**config.mk**
```make
export PLATFORM = sky130hd
export DESIGN_NAME = matrix_result_streamer
export DESIGN_NICKNAME = d
export VERILOG_FILES = /design/src/rtl/matrix_result_streamer.sv
export SDC_FILE = /design/constraint.sdc
export NUM_CORES = 1
export LEC_CHECK = 0
export CAP_MARGIN = 20
export CORE_AREA = 2 2 409 411
export DETAILED_ROUTE_END_ITERATION = 8
export DIE_AREA = 0 0 411 413
export PLACE_DENSITY_LB_ADDON = 0.3
export SLEW_MARGIN = 10
export SYNTH_ARGS = -nofsm -noshare
export SYNTH_HDL_FRONTEND = slang
export SYNTH_SLANG_ARGS = --single-unit
```
**constraint.sdc**
```tcl
create_clock -name clk -period 67.1 [get_ports clk]
set_input_delay 13.42 -clock clk [delete_from_list [all_inputs] [get_ports clk]]
set_output_delay 13.42 -clock clk [all_outputs]
set_load 0.05 [all_outputs]
```
**src/rtl/matrix_result_streamer.sv**
```systemverilog
// Matrix result streamer: captures a SIZE x SIZE result matrix in one cycle,
// then streams it element by element in row-major order over a valid/ready
// handshake. The flags report overrun (a result offered while busy) and
// count completed frames.
module matrix_result_streamer #(
  parameter int SIZE       = 8,
  parameter int DATA_WIDTH = 16,
  localparam int IW        = (SIZE > 1) ? $clog2(SIZE) : 1
) (
  input  logic                                    clk,
  input  logic                                    rst_n,
  input  logic [SIZE-1:0][SIZE-1:0][DATA_WIDTH-1:0] c_in,
  input  logic                                    c_valid,
  output logic                                    c_ready,
  output logic [DATA_WIDTH-1:0]                   m_data,
  output logic [IW-1:0]                           m_row,
  output logic [IW-1:0]                           m_col,
  output logic                                    m_valid,
  input  logic                                    m_ready,
  output logic                                    m_last,
  output logic                                    overrun,
  output logic [7:0]                              frame_cnt
);

  typedef enum logic {IDLE, STREAM} state_t;

  localparam logic [IW-1:0] LAST_IDX = IW'(SIZE - 1);

  state_t                                   state_q;
  logic [IW-1:0]                            row_q, row_d;
  logic [IW-1:0]                            col_q, col_d;
  logic                                     overrun_q;
  logic [7:0]                               frame_cnt_q;
  logic [SIZE-1:0][SIZE-1:0][DATA_WIDTH-1:0] buf_q;

  logic at_last_col;
  logic at_last_row;
  logic capture;

  assign at_last_col = (col_q == LAST_IDX);
  assign at_last_row = (row_q == LAST_IDX);
  assign capture     = (state_q == IDLE) && c_valid;

  // Next row/column position for a transfer: step the column, wrap into the next row.
  always_comb begin
    row_d = row_q;
    col_d = col_q + IW'(1);
    if (at_last_col) begin
      col_d = '0;
      row_d = row_q + IW'(1);
    end
  end

  // Control FSM: capture in IDLE, walk the buffer in STREAM, flag overrun, count frames.
  always_ff @(posedge clk or negedge rst_n) begin
    if (!rst_n) begin
      state_q     <= IDLE;
      row_q       <= '0;
      col_q       <= '0;
      overrun_q   <= 1'b0;
      frame_cnt_q <= 8'd0;
    end else begin
      case (state_q)
        IDLE: begin
          if (c_valid) begin
            state_q <= STREAM;
            row_q   <= '0;
            col_q   <= '0;
          end
        end
        STREAM: begin
          // c_ready is low for the whole frame, including the final transfer.
          if (c_valid) begin
            overrun_q <= 1'b1;
          end
          if (m_ready) begin
            if (at_last_col && at_last_row) begin
              state_q     <= IDLE;
              row_q       <= '0;
              col_q       <= '0;
              frame_cnt_q <= frame_cnt_q + 8'd1;
            end else begin
              row_q <= row_d;
              col_q <= col_d;
            end
          end
        end
        default: state_q <= IDLE;
      endcase
    end
  end

  // Snapshot of the matrix; only written on capture so c_in may change freely while streaming.
  always_ff @(posedge clk) begin
    if (capture) begin
      buf_q <= c_in;
    end
  end

  assign c_ready   = (state_q == IDLE);
  assign m_valid   = (state_q == STREAM);
  assign m_row     = row_q;
  assign m_col     = col_q;
  assign m_last    = m_valid && at_last_row && at_last_col;
  // Gate data to zero outside STREAM so the output is clean in reset and idle.
  assign m_data    = m_valid ? buf_q[row_q][col_q] : '0;
  assign overrun   = overrun_q;
  assign frame_cnt = frame_cnt_q;

endmodule
```
==> results of run 1 <==
==> per-stage QoR <==
step | util | power [W] | std cells
detailed placement | 0.319 | 0.00145 | 4918
finish | 0.343 | 0.00205 | 5168
floorplan | - | 0.00114 | 1698
global route | 0.343 | 0.00214 | 5156
CTS | 0.342 | 0.00210 | 5134
global placement | 0.319 | 0.00145 | 4914
==> metal layers <==
metal | GRT usage | wire length [um] | vias up
li1 | - | - | 9640
met1 | 0.203 | 57700 | 11683
met2 | 0.306 | 79300 | 1042
met3 | 0.0578 | 12800 | 213
met4 | 0.0575 | 3730 | 42
met5 | 0 | 234 | -
==> state kept, by name, summed over array words and instances, names as in the netlist <==
| signal | flops |
|---|---|
| buf_q | 1024 |
| frame_cnt | 8 |
| m_col | 3 |
| m_row | 3 |
| m_valid | 1 |
| overrun | 1 |
==> final timing paths <==
check / to / slack, ns
worst max-delay path: m_data[12] / 47.47
min in group asynchronous: m_row[0] / 13.13
worst max register to register: buf_q[1009] / 61.14
max in group asynchronous: m_row[2] / 53.38
worst min register to register: overrun / 0.46
worst min-delay path: overrun / 0.46
==> cells in the mapped netlist, drive strengths merged (2+ instances only) <==
cell type / n / share of area
buf: 64 / 0.012
nor2: 20 / 0.0019
a211o: 4 / 0.00088
nand2b: 14 / 0.0022
ha: 5 / 0.0016
o211ai: 3 / 0.00057
nand2: 17 / 0.0016
a221oi: 3 / 0.00066
a2111oi: 2 / 0.00044
and2: 6 / 0.00095
o21ai: 26 / 0.0033
xnor2: 6 / 0.0013
nand3b: 2 / 0.00038
a22oi: 15 / 0.0028
mux2i: 42 / 0.011
a211oi: 6 / 0.0011
inv: 4 / 0.00038
clkbuf: 24 / 0.0023
nor4: 9 / 0.0014
dfrtp: 16 / 0.010
a22o: 3 / 0.00066
o22ai: 55 / 0.0087
nor2b: 2 / 0.00032
nand4: 5 / 0.00079
nor3: 10 / 0.0013
o41ai: 2 / 0.00044
nand3: 11 / 0.0014
a31o: 9 / 0.0020
nor3b: 2 / 0.00038
mux2: 20 / 0.0057
mux4: 258 / 0.15
edfxtp: 1024 / 0.77
==> worst max-delay path, cell delays in order (launching register included) <==
cell	delay, ns
dfrtp_4	0.64
buf_4	0.58
buf_4	0.84
buf_4	0.82
mux4_2	0.59
mux2_2	0.27
o21ai_0	0.49
o22ai_1	0.26
clkdlybuf4s50_1	0.84
==> cell type report <==
class,count,area (um^2)
Fill cell,15764,109000
Antenna cell,33,82.6
Clock inverter,79,781
Multi-Input combinational cell,565,8030
Tap cell,2204,2760
Timing Repair Buffer,1105,11000
Sequential cell,1040,31200
Clock buffer,137,3020
Inverter,5,18.8
==> power groups by stage <==
stage	clock, W	combinational, W	sequential, W
2_1_floorplan	0	0.000373	0.000769
3_3_place_gp	0	0.000691	0.000756
3_5_place_dp	0	0.000696	0.000756
4_1_cts	0.000660	0.000698	0.000742
5_1_grt	0.000684	0.000709	0.000743
6_report	0.000642	0.000666	0.000741
==> cells by family after synthesis <==
family / Yosys count
AOI/OAI and AO/OA: 131
xor gates and xnor gates: 7
adders and majority gates: 5
buffers and inverters: 93
DFF: 1040
muxes: 320
and+or+nand+nor: 102
==> impl_results.md, run 1 <==
* Vias per cell at 4.38
* Largest family of logic cells by synthesized area: multiplexers
* Share of post-route cells with drive strength above 1 at 0.174
* Die Ht at 413 um
* Worst EP required at 53.68 ns
* Status: completed
* Final WS setup at 47.47 ns
* Final setup fails at 0
* Final Hold Vio Count at 0
* Vias in the first global route at 24.1k
* Fin crit share at 0.292
* HP Class: flop to flop
* Tot GR Track Use at 0.176
* Slew Viols, Final at 0
* Highest Clock Rate at a little over 50 MHz
* Sequential power share at 0.362
* Max_slew headroom at 0.191
* Crit path time final at 19.63 ns
* Setup_tns at 0 ns
* Most frequent cells in the layout: 1061 x clkdlybuf4s50_1, 1024 x edfxtp_1, 258 x mux4_2
* Setup CP Type: flop to output port
* Mapped Nets at 2731
* Net Sw Power at 0.000668 W
* DR WL/cell at 29.8 um
* Initial drt markers at 2033
* Detail Route Antenna Nets at 0
* Switching power share of the total at 0.326
* Synth Area in Compound Gates at 0.0221
* RSZ-0062 raised after global routing: false
* HP Start: overrun
* CP endpoint kind: output port
* Nets at between 3k and 4k
* DRC Markers at 0
* Die area at ~0.17 mm^2
* Hold depth at 1
* IO Count at ~1.1k
* RD Place Congestion at 0.812
* Clock sink total at 1040
* R2R depth at 7
* Hold_buf cts at 0
* PwrDens at around 36 mW/mm^2
* Clk root buf: clkbuf_16
* Area of the core at 0.166 mm^2
* Max-cap violation count at 0
* FF-to-FF Start: m_valid
* Htree depth at 3
* Setup Skew at 0.0251 ns
* Startpoint types: flop
* Async SR Flop Fraction at 0.0154
* FP Rows at 150
* Post-CTS Resized at 0
* Antenna violations before repair at 66
* Ys flop type: edfxtp_1
* FF+latch count, synth at 1040
* Clock share of power at 0.313
* First-pass GRT wire length at 201 mm
* Fraction of the mapped netlist area in adder cells at 0.00158
* Leak Pwr at 18.0 nW
* Maximum vdd drop at 0.0243 mV
* Xor/xnor share of the synthesized area at 0.00154
* Die X-Extent at between 400 and 500 um
* Critical Path Start: m_row[1]
* Clock transition at the registers of the reported paths at 0.06 ns
* CP max FO at 53
* Setup slack at placement at 47.32 ns
* Largest net degree at the start of global routing at roughly 190
* Worst-Margin Slew at 1.21 ns
* Count of cell types in the netlist at 47
* Hold WS at 0.462 ns
* Layout Area Growth over Synthesis at 43.3%
* CTS tree: done
* Detailed Route WL at between 150 and 200 mm
* Port bufs at 1061
* Post-Syn Instances at 1698
* Clk buf depth at 3
* Seq/Total Area, Yosys at 0.784
* CP Data Arrival Time at approximately 6.2 ns
* Placed inst area at 0.0530 mm^2
* Mux cell area share after synthesis at 0.163
* CTS Buf Count at 116
* Syn Std Cell Area at 0.0397 mm^2
* Clk Latency, worst-skew pair at 0.77 ns
* Yosys Warn Count at 0
* Setup bufs post-CTS at 0
* Final instance area at approximately 0.057 mm^2
* Most common cell after layout, fill and taps aside: clkdlybuf4s50_1
* HPWL after DPL at 117 mm
* Syn Area/Cell at approximately 23 um^2
* Post-Synth Simple-Gate Area at 0.0133
* Via Count at between 20k and 25k
* Total gr overflow at 0
* Post-synth EDFFs at roughly 1k
* DR pass1 iterations at 7
* Combinational share of power at 0.325
* P_int at 0.00138 W
* Starting density of the core at 0.239
Power figures use the tool's default switching activity.
==> inputs of run 2 (changes only) <==
- clock period: 67.1 -> 18.9 ns (I/O delays scaled with it)
==> run 2 against run 1 <==
Against the previous run: total power rose to 3.5 times the previous value; sequential share of layout area is 0.20 points higher; worst hold slack lost 0.0089 ns; critical path type unchanged; global-route usage increased by 0.28 points; critical path depth unchanged; via count is 0.50% lower; final cell count decreased by 0.25%; clock skew up 0.0074 ns; largest cell class unchanged; non-clock buffer count is 2 lower; routed wire length increased by 1.6%.
==> impl_results.md, run 2 (synthesized netlist as in run 1, its figures left out) <==
* Final setup fails at 0
* Htree depth at 3
* PwrDens at 126 mW/mm^2
* Via Count at 22.5k
* Clk buf depth at 3
* Total gr overflow at 0
* Startpoint types: flop
* Worst-Margin Slew at ~1.1 ns
* Highest Clock Rate at 103 MHz
* Maximum vdd drop at 0.104 mV
* Detail Route Antenna Nets at 0
* Share of post-route cells with drive strength above 1 at 0.172
* CTS Buf Count at 117
* Leak Pwr at about 18 nW
* Final instance area at between 0.05 and 0.06 mm^2
* Final WS setup at 9.15 ns
* Crit path time final at just under 10 ns
* Sequential power share at 0.373
* Starting density of the core at 0.239
* Setup bufs post-CTS at 0
* Fin crit share at 0.516
* Most frequent cells in the layout: 1061 x clkdlybuf4s50_1, 1024 x edfxtp_1, 258 x mux4_2
* HPWL after DPL at 120 mm
* Clock sink total at 1040
* Setup slack at placement at 9.82 ns
* HP Class: flop to flop
* Detailed Route WL at about 160 mm
* P_int at 0.00480 W
* DR WL/cell at 30.3 um
* Max_slew headroom at 0.274
* CP Data Arrival Time at 5.97 ns
* Clock share of power at 0.308
* Crit path top cell by count: buf_4
* CP max stage cell: nor4_1
* Port bufs at roughly 1.1k
* Largest register FFs at 1024
* FP Rows at 150
* Combinational share of power at 0.319
* CP max FO at 52
* Layout Area Growth over Synthesis at 42.7%
* Area of the core at 0.166 mm^2
* IO Count at roughly 1.1k
* Net Sw Power at 0.00235 W
* Largest Register: buf_q
* CP endpoint kind: output port
* CTS tree: done
* Clk Latency, worst-skew pair at a little under 0.8 ns
* Tot GR Track Use at 0.178
* Critical-path cell list: buf_4 > buf_4 > mux4_2 > mux2_2 > o22ai_1 > nor4_1 > a31o_1 > clkdlybuf4s50_1
* Final Hold Vio Count at 0
* Vias per cell at 4.37
* Worst EP required at 15.12 ns
* Die X-Extent at 411 um
* Initial drt markers at ~2.1k
* RD Place Congestion at just over 0.8
* Setup CP Type: flop to output port
* Hold WS at 0.454 ns
* Hold_buf cts at 0
* First-pass GRT wire length at 203 mm
* Switching power share of the total at 0.328
* Slew Viols, Final at 0
* Die Ht at just over 400 um
* Setup_tns at 0 ns
* Largest net degree at the start of global routing at 187
* Peak per-stage delay on the critical path at between 0.9 and 1 ns
* DRC Markers at 0
* Antenna violations before repair at 66
* Setup Skew at 0.0325 ns
* RSZ-0062 raised after global routing: false
* Placed inst area at 0.0530 mm^2
* Max-cap violation count at 0
* Status: completed
* Post-CTS Resized at 0
* Die area at 0.170 mm^2
* DR pass1 iterations at 5
* Most common cell after layout, fill and taps aside: clkdlybuf4s50_1
* Post-Route Utilization at 0.342
* Nets at slightly below 4k
* Clock transition at the registers of the reported paths at 0.06 ns
* Clk root buf: clkbuf_16
* Vias in the first global route at 23.8k
## run 2: cell count changes in the layout (fill, tap and decap cells not counted), moves of 6 or more
cell	change
clkinv_1	-7
clkinv_2	+8
diode_2	-9
clkbuf_1	+6
bufinv_16	-7
## run 2: worst paths after layout
path	startpoint	depth (start not counted)	to	slack [ns]
hold / removal	overrun	1	overrun	0.45
setup reg to reg	m_valid	5	buf_q[20]	14.37
max in group asynchronous	rst_n	1	m_row[1]	14.84
min in group asynchronous	rst_n	1	m_col[0]	3.47
setup / recovery	m_row[1]	8	m_data[13]	9.15
hold reg to reg	overrun	1	overrun	0.45
## run 2: worst max-delay path, delay by kind of cell, from the launching register on
kind	cells	cell delay (ns)
buffers and inverters	3	2.32
and+or+nand+nor	1	0.94
DFF	1	0.87
muxes	2	0.51
AOI/OAI and AO/OA	2	0.43
## run 2: stage by stage
stage | instances | total power (W)
4_1_cts | 5131 | 0.00732
3_3_place_gp | 4916 | 0.00511
2_1_floorplan | 1698 | 0.00401
3_5_place_dp | 4917 | 0.00510
5_1_grt | 5146 | 0.00745
6_report | 5155 | 0.00715
## run 2: per-layer routing
| metal | vias to the layer above | global-route usage | wire length [um] |
|---|---|---|---|
| li1 | 9612 | - | - |
| met1 | 11614 | 0.205 | 58000 |
| met2 | 991 | 0.315 | 80800 |
| met3 | 235 | 0.0585 | 13000 |
| met4 | 56 | 0.0526 | 4030 |
| met5 | - | 0 | 355 |
## run 2: power by group through the flow
stage / Clock, W / Sequential [W] / Combinational, W
2_1_floorplan: 0 / 0.00269 / 0.00132
3_3_place_gp: 0 / 0.00272 / 0.00239
3_5_place_dp: 0 / 0.00272 / 0.00238
4_1_cts: 0.00226 / 0.00267 / 0.00239
5_1_grt: 0.00235 / 0.00268 / 0.00243
6_report: 0.00220 / 0.00266 / 0.00228
## run 2: area by class of cell
class                   instances  area, um^2
diodes                         24        60.1
clock buffers                 143        3050
clock inverters                71         607
fillers                     15806      109000
inverters                       5        31.3
multi-input cells             565        8020
flip-flops and latches       1040       31200
well taps                    2204        2760
repair buffers               1103       11000
